--- src/rtl/esaxi_wr_fifo_if.sv ---
// Handshake bundle between the esaxi write path, the write FIFO and the mesh transmitter.
// The statistics outputs exist only when ESAXI_WR_FIFO_STATS_EN is defined.
interface esaxi_wr_fifo_if #(
    parameter int PW    = 104,
    parameter int DEPTH = 4
);
    localparam int CW = $clog2(DEPTH) + 1;

    logic          wr_access;
    logic [PW-1:0] wr_packet;
    logic          wr_wait;
    logic          tx_access;
    logic [PW-1:0] tx_packet;
    logic          tx_wait;
    logic [CW-1:0] count;
`ifdef ESAXI_WR_FIFO_STATS_EN
    logic [31:0]   pkt_cnt;
    logic [15:0]   stall_cnt;
    logic [CW-1:0] hwm;

    modport slave  (input  wr_access, wr_packet, tx_wait,
                    output wr_wait, tx_access, tx_packet, count, pkt_cnt, stall_cnt, hwm);
    modport master (output wr_access, wr_packet, tx_wait,
                    input  wr_wait, tx_access, tx_packet, count, pkt_cnt, stall_cnt, hwm);
`else
    modport slave  (input  wr_access, wr_packet, tx_wait,
                    output wr_wait, tx_access, tx_packet, count);
    modport master (output wr_access, wr_packet, tx_wait,
                    input  wr_wait, tx_access, tx_packet, count);
`endif
endinterface

--- src/rtl/esaxi_wr_fifo.sv ---
// Registered-output write FIFO from esaxi toward the emesh, no fall-through path.
// Optional statistics counters are enabled with the macro ESAXI_WR_FIFO_STATS_EN.
module esaxi_wr_fifo #(
    parameter int PW    = 104,
    parameter int DEPTH = 4
) (
    input  logic          s_axi_aclk,
    input  logic          s_axi_aresetn,
    esaxi_wr_fifo_if.slave bus
);
    localparam int AW = $clog2(DEPTH);
    localparam int CW = AW + 1;
    localparam logic [CW-1:0] FULL_CNT = CW'(DEPTH);

    logic [PW-1:0] r_mem [DEPTH];
    logic [AW-1:0] r_wptr;
    logic [AW-1:0] r_rptr;
    logic [CW-1:0] r_count;
    logic [CW-1:0] w_count_nxt;
    logic          w_full;
    logic          w_push;
    logic          w_pop;

    // Flags come only from registered occupancy, so wr_wait never depends on wr_access.
    assign w_full = (r_count == FULL_CNT);
    assign w_push = bus.wr_access & ~w_full;
    assign w_pop  = (r_count != '0) & ~bus.tx_wait;

    assign bus.wr_wait   = w_full;
    assign bus.tx_access = (r_count != '0);
    assign bus.tx_packet = r_mem[r_rptr];
    assign bus.count     = r_count;

    always_comb begin
        w_count_nxt = r_count;
        case ({w_push, w_pop})
            2'b10:   w_count_nxt = r_count + 1'b1;
            2'b01:   w_count_nxt = r_count - 1'b1;
            default: w_count_nxt = r_count;
        endcase
    end

    // Storage carries no reset; stale entries are masked by tx_access.
    always_ff @(posedge s_axi_aclk) begin
        if (w_push) r_mem[r_wptr] <= bus.wr_packet;
    end

    always_ff @(posedge s_axi_aclk or negedge s_axi_aresetn) begin
        if (!s_axi_aresetn) begin
            r_wptr  <= '0;
            r_rptr  <= '0;
            r_count <= '0;
        end else begin
            if (w_push) r_wptr <= r_wptr + 1'b1;
            if (w_pop)  r_rptr <= r_rptr + 1'b1;
            r_count <= w_count_nxt;
        end
    end

`ifdef ESAXI_WR_FIFO_STATS_EN
    logic [31:0]   r_pkt_cnt;
    logic [15:0]   r_stall_cnt;
    logic [CW-1:0] r_hwm;

    function automatic logic [15:0] sat_inc16(input logic [15:0] v);
        return (v == 16'hFFFF) ? v : v + 16'd1;
    endfunction

    always_ff @(posedge s_axi_aclk or negedge s_axi_aresetn) begin
        if (!s_axi_aresetn) begin
            r_pkt_cnt   <= '0;
            r_stall_cnt <= '0;
            r_hwm       <= '0;
        end else begin
            if (w_pop)                     r_pkt_cnt   <= r_pkt_cnt + 32'd1;
            if (bus.wr_access && w_full)   r_stall_cnt <= sat_inc16(r_stall_cnt);
            if (w_count_nxt > r_hwm)       r_hwm       <= w_count_nxt;
        end
    end

    assign bus.pkt_cnt   = r_pkt_cnt;
    assign bus.stall_cnt = r_stall_cnt;
    assign bus.hwm       = r_hwm;
`endif

endmodule

--- src/flat_wrapper.sv ---
// flat-port wrapper written by rule: the top's interface ports become plain ports
module esaxi_wr_fifo_flat 
#(
    parameter int PW    = 104,
    parameter int DEPTH = 4
)
  (s_axi_aclk, s_axi_aresetn, bus_wr_access, bus_wr_packet, bus_tx_wait, bus_wr_wait, bus_tx_access, bus_tx_packet, bus_count);
  esaxi_wr_fifo_if #(.PW(PW), .DEPTH(DEPTH)) bus_i ();
  input  logic s_axi_aclk;
  input  logic s_axi_aresetn;
  input wire logic [$bits(bus_i.wr_access)-1:0] bus_wr_access;
  input wire logic [$bits(bus_i.wr_packet)-1:0] bus_wr_packet;
  input wire logic [$bits(bus_i.tx_wait)-1:0] bus_tx_wait;
  output wire logic [$bits(bus_i.wr_wait)-1:0] bus_wr_wait;
  output wire logic [$bits(bus_i.tx_access)-1:0] bus_tx_access;
  output wire logic [$bits(bus_i.tx_packet)-1:0] bus_tx_packet;
  output wire logic [$bits(bus_i.count)-1:0] bus_count;
  assign bus_i.wr_access = bus_wr_access;
  assign bus_i.wr_packet = bus_wr_packet;
  assign bus_i.tx_wait = bus_tx_wait;
  assign bus_wr_wait = bus_i.wr_wait;
  assign bus_tx_access = bus_i.tx_access;
  assign bus_tx_packet = bus_i.tx_packet;
  assign bus_count = bus_i.count;
  esaxi_wr_fifo #(.PW(PW), .DEPTH(DEPTH)) u_core (.s_axi_aclk(s_axi_aclk), .s_axi_aresetn(s_axi_aresetn), .bus(bus_i));
endmodule
--- config.mk ---
export PLATFORM = sky130hd
export DESIGN_NAME = esaxi_wr_fifo_flat
export DESIGN_NICKNAME = d
export VERILOG_FILES = /design/src/rtl/esaxi_wr_fifo_if.sv /design/src/rtl/esaxi_wr_fifo.sv /design/src/flat_wrapper.sv
export SDC_FILE = /design/constraint.sdc
export NUM_CORES = 1
export LEC_CHECK = 0
export CELL_PAD_IN_SITES_DETAIL_PLACEMENT = 1
export CELL_PAD_IN_SITES_GLOBAL_PLACEMENT = 1
export CORE_ASPECT_RATIO = 2
export CORE_MARGIN = 3
export CORE_UTILIZATION = 40
export CTS_BUF_LIST = sky130_fd_sc_hd__clkbuf_4 sky130_fd_sc_hd__clkbuf_8
export DETAILED_ROUTE_END_ITERATION = 7
export GPL_TIMING_DRIVEN = 0
export PLACE_DENSITY_LB_ADDON = 0.1
export SYNTH_ARGS = -nofsm -noshare
export SYNTH_HDL_FRONTEND = slang
export SYNTH_SLANG_ARGS = --single-unit
--- constraint.sdc ---
create_clock -name s_axi_aclk -period 4.2 [get_ports s_axi_aclk]
set_clock_uncertainty 0.15 [all_clocks]
set_input_delay 0.42 -clock s_axi_aclk [delete_from_list [all_inputs] [get_ports s_axi_aclk]]
set_output_delay 0.42 -clock s_axi_aclk [all_outputs]
set_load 0.02 [all_outputs]
==> qor.txt <==
Setup Buffers After CTS: 0
Peak Freq: 307 MHz
register area share after synthesis: 82.2%
GRT Util Overall: 16.2%
Post-synth ARST share: 1.65%
Core Area: 38,000 sq um
final wirelength: 32,600 um
IO buf count: 216
die height: 284 um
area grow syn2layout: 26.1%
Synth warnings: 0
Worst-path clk slew: 70 ps
Synth Area in XOR/XNOR: 0.341%
Int Power: 0.00963 W
CP top delay family: buffers and inverters
Synth Register Bits: 423
vias in the first global route: 8,305
power per cell area: 722 nW/um^2
Bufs and invs on worst path: 4
CTS resizes: 0
CTS tree: built
placed cell area: 18,300 sq um
DRC Markers: 0
Hold Buf Count CTS: 1
most frequent cell after synthesis: edfxtp_1
effective utilization at floorplan: 40.5%
DIE AREA: 41,100 sq um
min Tclk post-route: 3260 ps
num ports: 217
Tcrit/Tclk final: 77.7%
Startpoint Class: flip-flop
WHS: 299 ps
num rows: 101
width of the die: 145 um
VDD IR-drop max: 0.410 mV
compound-cell area share of the yosys netlist: 0%
Psw: 0.00441 W
syn_nets: 696
vias per cell: 4.89
Critical-path top delay cell: clkdlybuf4s50_1
ANT nets after route: 0
fillcell total: 3,369
final setup vio count: 0
crit path cell chain: buf_2 > buf_2 > buf_2 > mux4_2 > clkdlybuf4s50_1
mux share of post-synthesis cell area: 15.3%
latest clock arrival within the worst-skew pair: 590 ps
cell area after layout: 19,400 sq um
post-synthesis cell count: 582
worst hold-check path type: in2reg
H-tree levels: 2
LEAKAGE: 6.27 nW
total gr overflow: 0
layout net count: 975
clock power share: 21.3%
first-pass GRT wire length: 49,900 um
Most common cell on crit path: buf_2
largest net degree at the start of global routing: 55
CP peak stage delay: 560 ps
Worst Max-Slew Pin Slew: 873 ps
switching share of power: 31.4%
Starting DRT DRC Count: 344
layout cells sized above 1: 24.9%
initial antenna violation count: 4
via count: 6,935
Logic pwr share: 37.6%
Synth Flop Type: edfxtp_1
CTS buffer count: 56
outcome: finished, final reports clean
clk root buf: clkbuf_8
First-pass DRT Iterations: 6
unrepaired setup endpoints after global routing: no
Simple-Gate Fraction of Synth Area: 0.381%
post-synthesis adder-cell area fraction: 0.536%
clk sinks: 423
Synth area leaders: edfxtp_1 (81%), mux4_2 (15%), dfrtp_1 (1.1%)
GP Congestion: 0.712
maximum root-to-sink buffer count: 3
Worst setup EP type: primary output
synth unique cells: 20
Setup CP Type: reg2out
WL/cell: 22.9 um
Flop pwr share: 41.1%
top post-synthesis cells by count: edfxtp_1 (416), mux4_2 (104), buf_2 (13)
largest family of logic cells by synthesized area: multiplexers
WP data required: 3630 ps
worst endpoint data arrival time: 2690 ps
Final Hold Fails: 0
CP Max Fanout: 10
syn avg cell area: 26.5 sq um
top cell type's share of synthesized area: 81.0%
max_cap viols: 0
slew margin rel.: 41.8%
fin. max-slew vios: 0
DP Wirelength: 20,300 um
largest area contributor in the netlist: edfxtp_1
number of synthesized flops with an enable pin: 416
synthesized area: 15,400 sq um
[metrics by stage]
stage / cells / util [%] / setup WS [ps] / TNS [ps] / power [W]
2_1_floorplan: 582 / - / 70.5 / 0 / 0.00893
3_3_place_gp: 1313 / 47.9 / -2130 / -871260 / 0.0113
3_5_place_dp: 1317 / 48.2 / 1030 / 0 / 0.0113
4_1_cts: 1418 / 51.1 / 749 / 0 / 0.0144
5_1_grt: 1419 / 51.1 / 754 / 0 / 0.0148
6_report: 1419 / 51.1 / 938 / 0 / 0.0140
[kinds of logic (layout without fill, tap and decap cells)]
family                     count (synthesis)  in the layout
xor gates and xnor gates                   6              6
buffers and inverters                     31            352
DFF                                      423            423
muxes                                    106            106
adders and majority gates                  6              6
and+or+nand+nor                           10             10
other                                      0              1
[metal layers]
| metal | up-vias | track usage [%] | share of wire, % |
|---|---|---|---|
| met5 | - | 0 | 0.10 |
| met4 | 4 | 5.21 | 2.4 |
| met3 | 58 | 4.17 | 6.0 |
| met2 | 193 | 29.7 | 56 |
| met1 | 3613 | 18.0 | 35 |
| li1 | 3067 | - | - |
[sequential cells by signal (all words and copies together), names as in the netlist]
register	cells
u_core.bus.count	3
u_core.r_mem	416
u_core.r_wptr	2
u_core.r_rptr	2
[path summary, 6_finish.rpt]
path / slack, ps / cells after the start / end / start
worst max register to register: 1410 / 4 / u_core.r_mem[2][12]$_DFFE_PP_ / u_core.bus.count[2]$_DFFE_PN0P_
worst min-delay path: 300 / 1 / u_core.r_mem[1][81]$_DFFE_PP_ / bus_wr_packet[81]
worst min register to register: 390 / 1 / u_core.bus.count[2]$_DFFE_PN0P_ / u_core.bus.count[2]$_DFFE_PN0P_
min in group asynchronous: 490 / 2 / u_core.bus.count[1]$_DFFE_PN0P_ / s_axi_aresetn
max in group asynchronous: 3150 / 2 / u_core.r_wptr[0]$_DFFE_PN0P_ / s_axi_aresetn
worst max-delay path: 940 / 5 / bus_tx_packet[78] / u_core.r_rptr[1]$_DFFE_PN0P_
[cell usage in the layout (no fill, tap or decap), types with 4 or more instances in the layout]
master and count:
inv_1 7, clkdlybuf4s50_1 216, buf_6 5, and2_4 4, buf_2 13, xor2_1 4
edfxtp_1 416, dfrtp_1 7, clkbuf_1 4, clkinv_1 8, clkinv_2 14, ha_1 5
clkbuf_8 57, clkbuf_4 16, mux4_2 104, buf_16 4
[power by group through the flow]
stage	sequential, W	clock, W	combinational, W
finish	0.00577	0.00299	0.00528
detailed placement	0.00587	0	0.00544
global route	0.00583	0.00330	0.00568
floorplan	0.00588	0	0.00305
global placement	0.00598	0	0.00530
CTS	0.00578	0.00313	0.00547
[worst reg2reg max path, cell delays in order (launching register included)]
cell and delay, ps:
dfrtp_1 420, nor3b_1 170, nor2b_1 450, and2_4 830, buf_16 370
[area by class of cell]
type | count | area (sq um) | share of cell area (%)
sequential | 423 | 12700 | 65.2
clock inverter | 27 | 184 | 0.946
timing repair buffer | 221 | 2280 | 11.7
clock buffer | 73 | 905 | 4.65
antenna | 1 | 2.50 | 0.0129
inverter | 7 | 26.3 | 0.135
multi-input combinational | 128 | 2570 | 13.2
tap | 515 | 644 | 3.31
buffer | 24 | 164 | 0.843
Note: power is estimated with default switching activity, not from simulation.
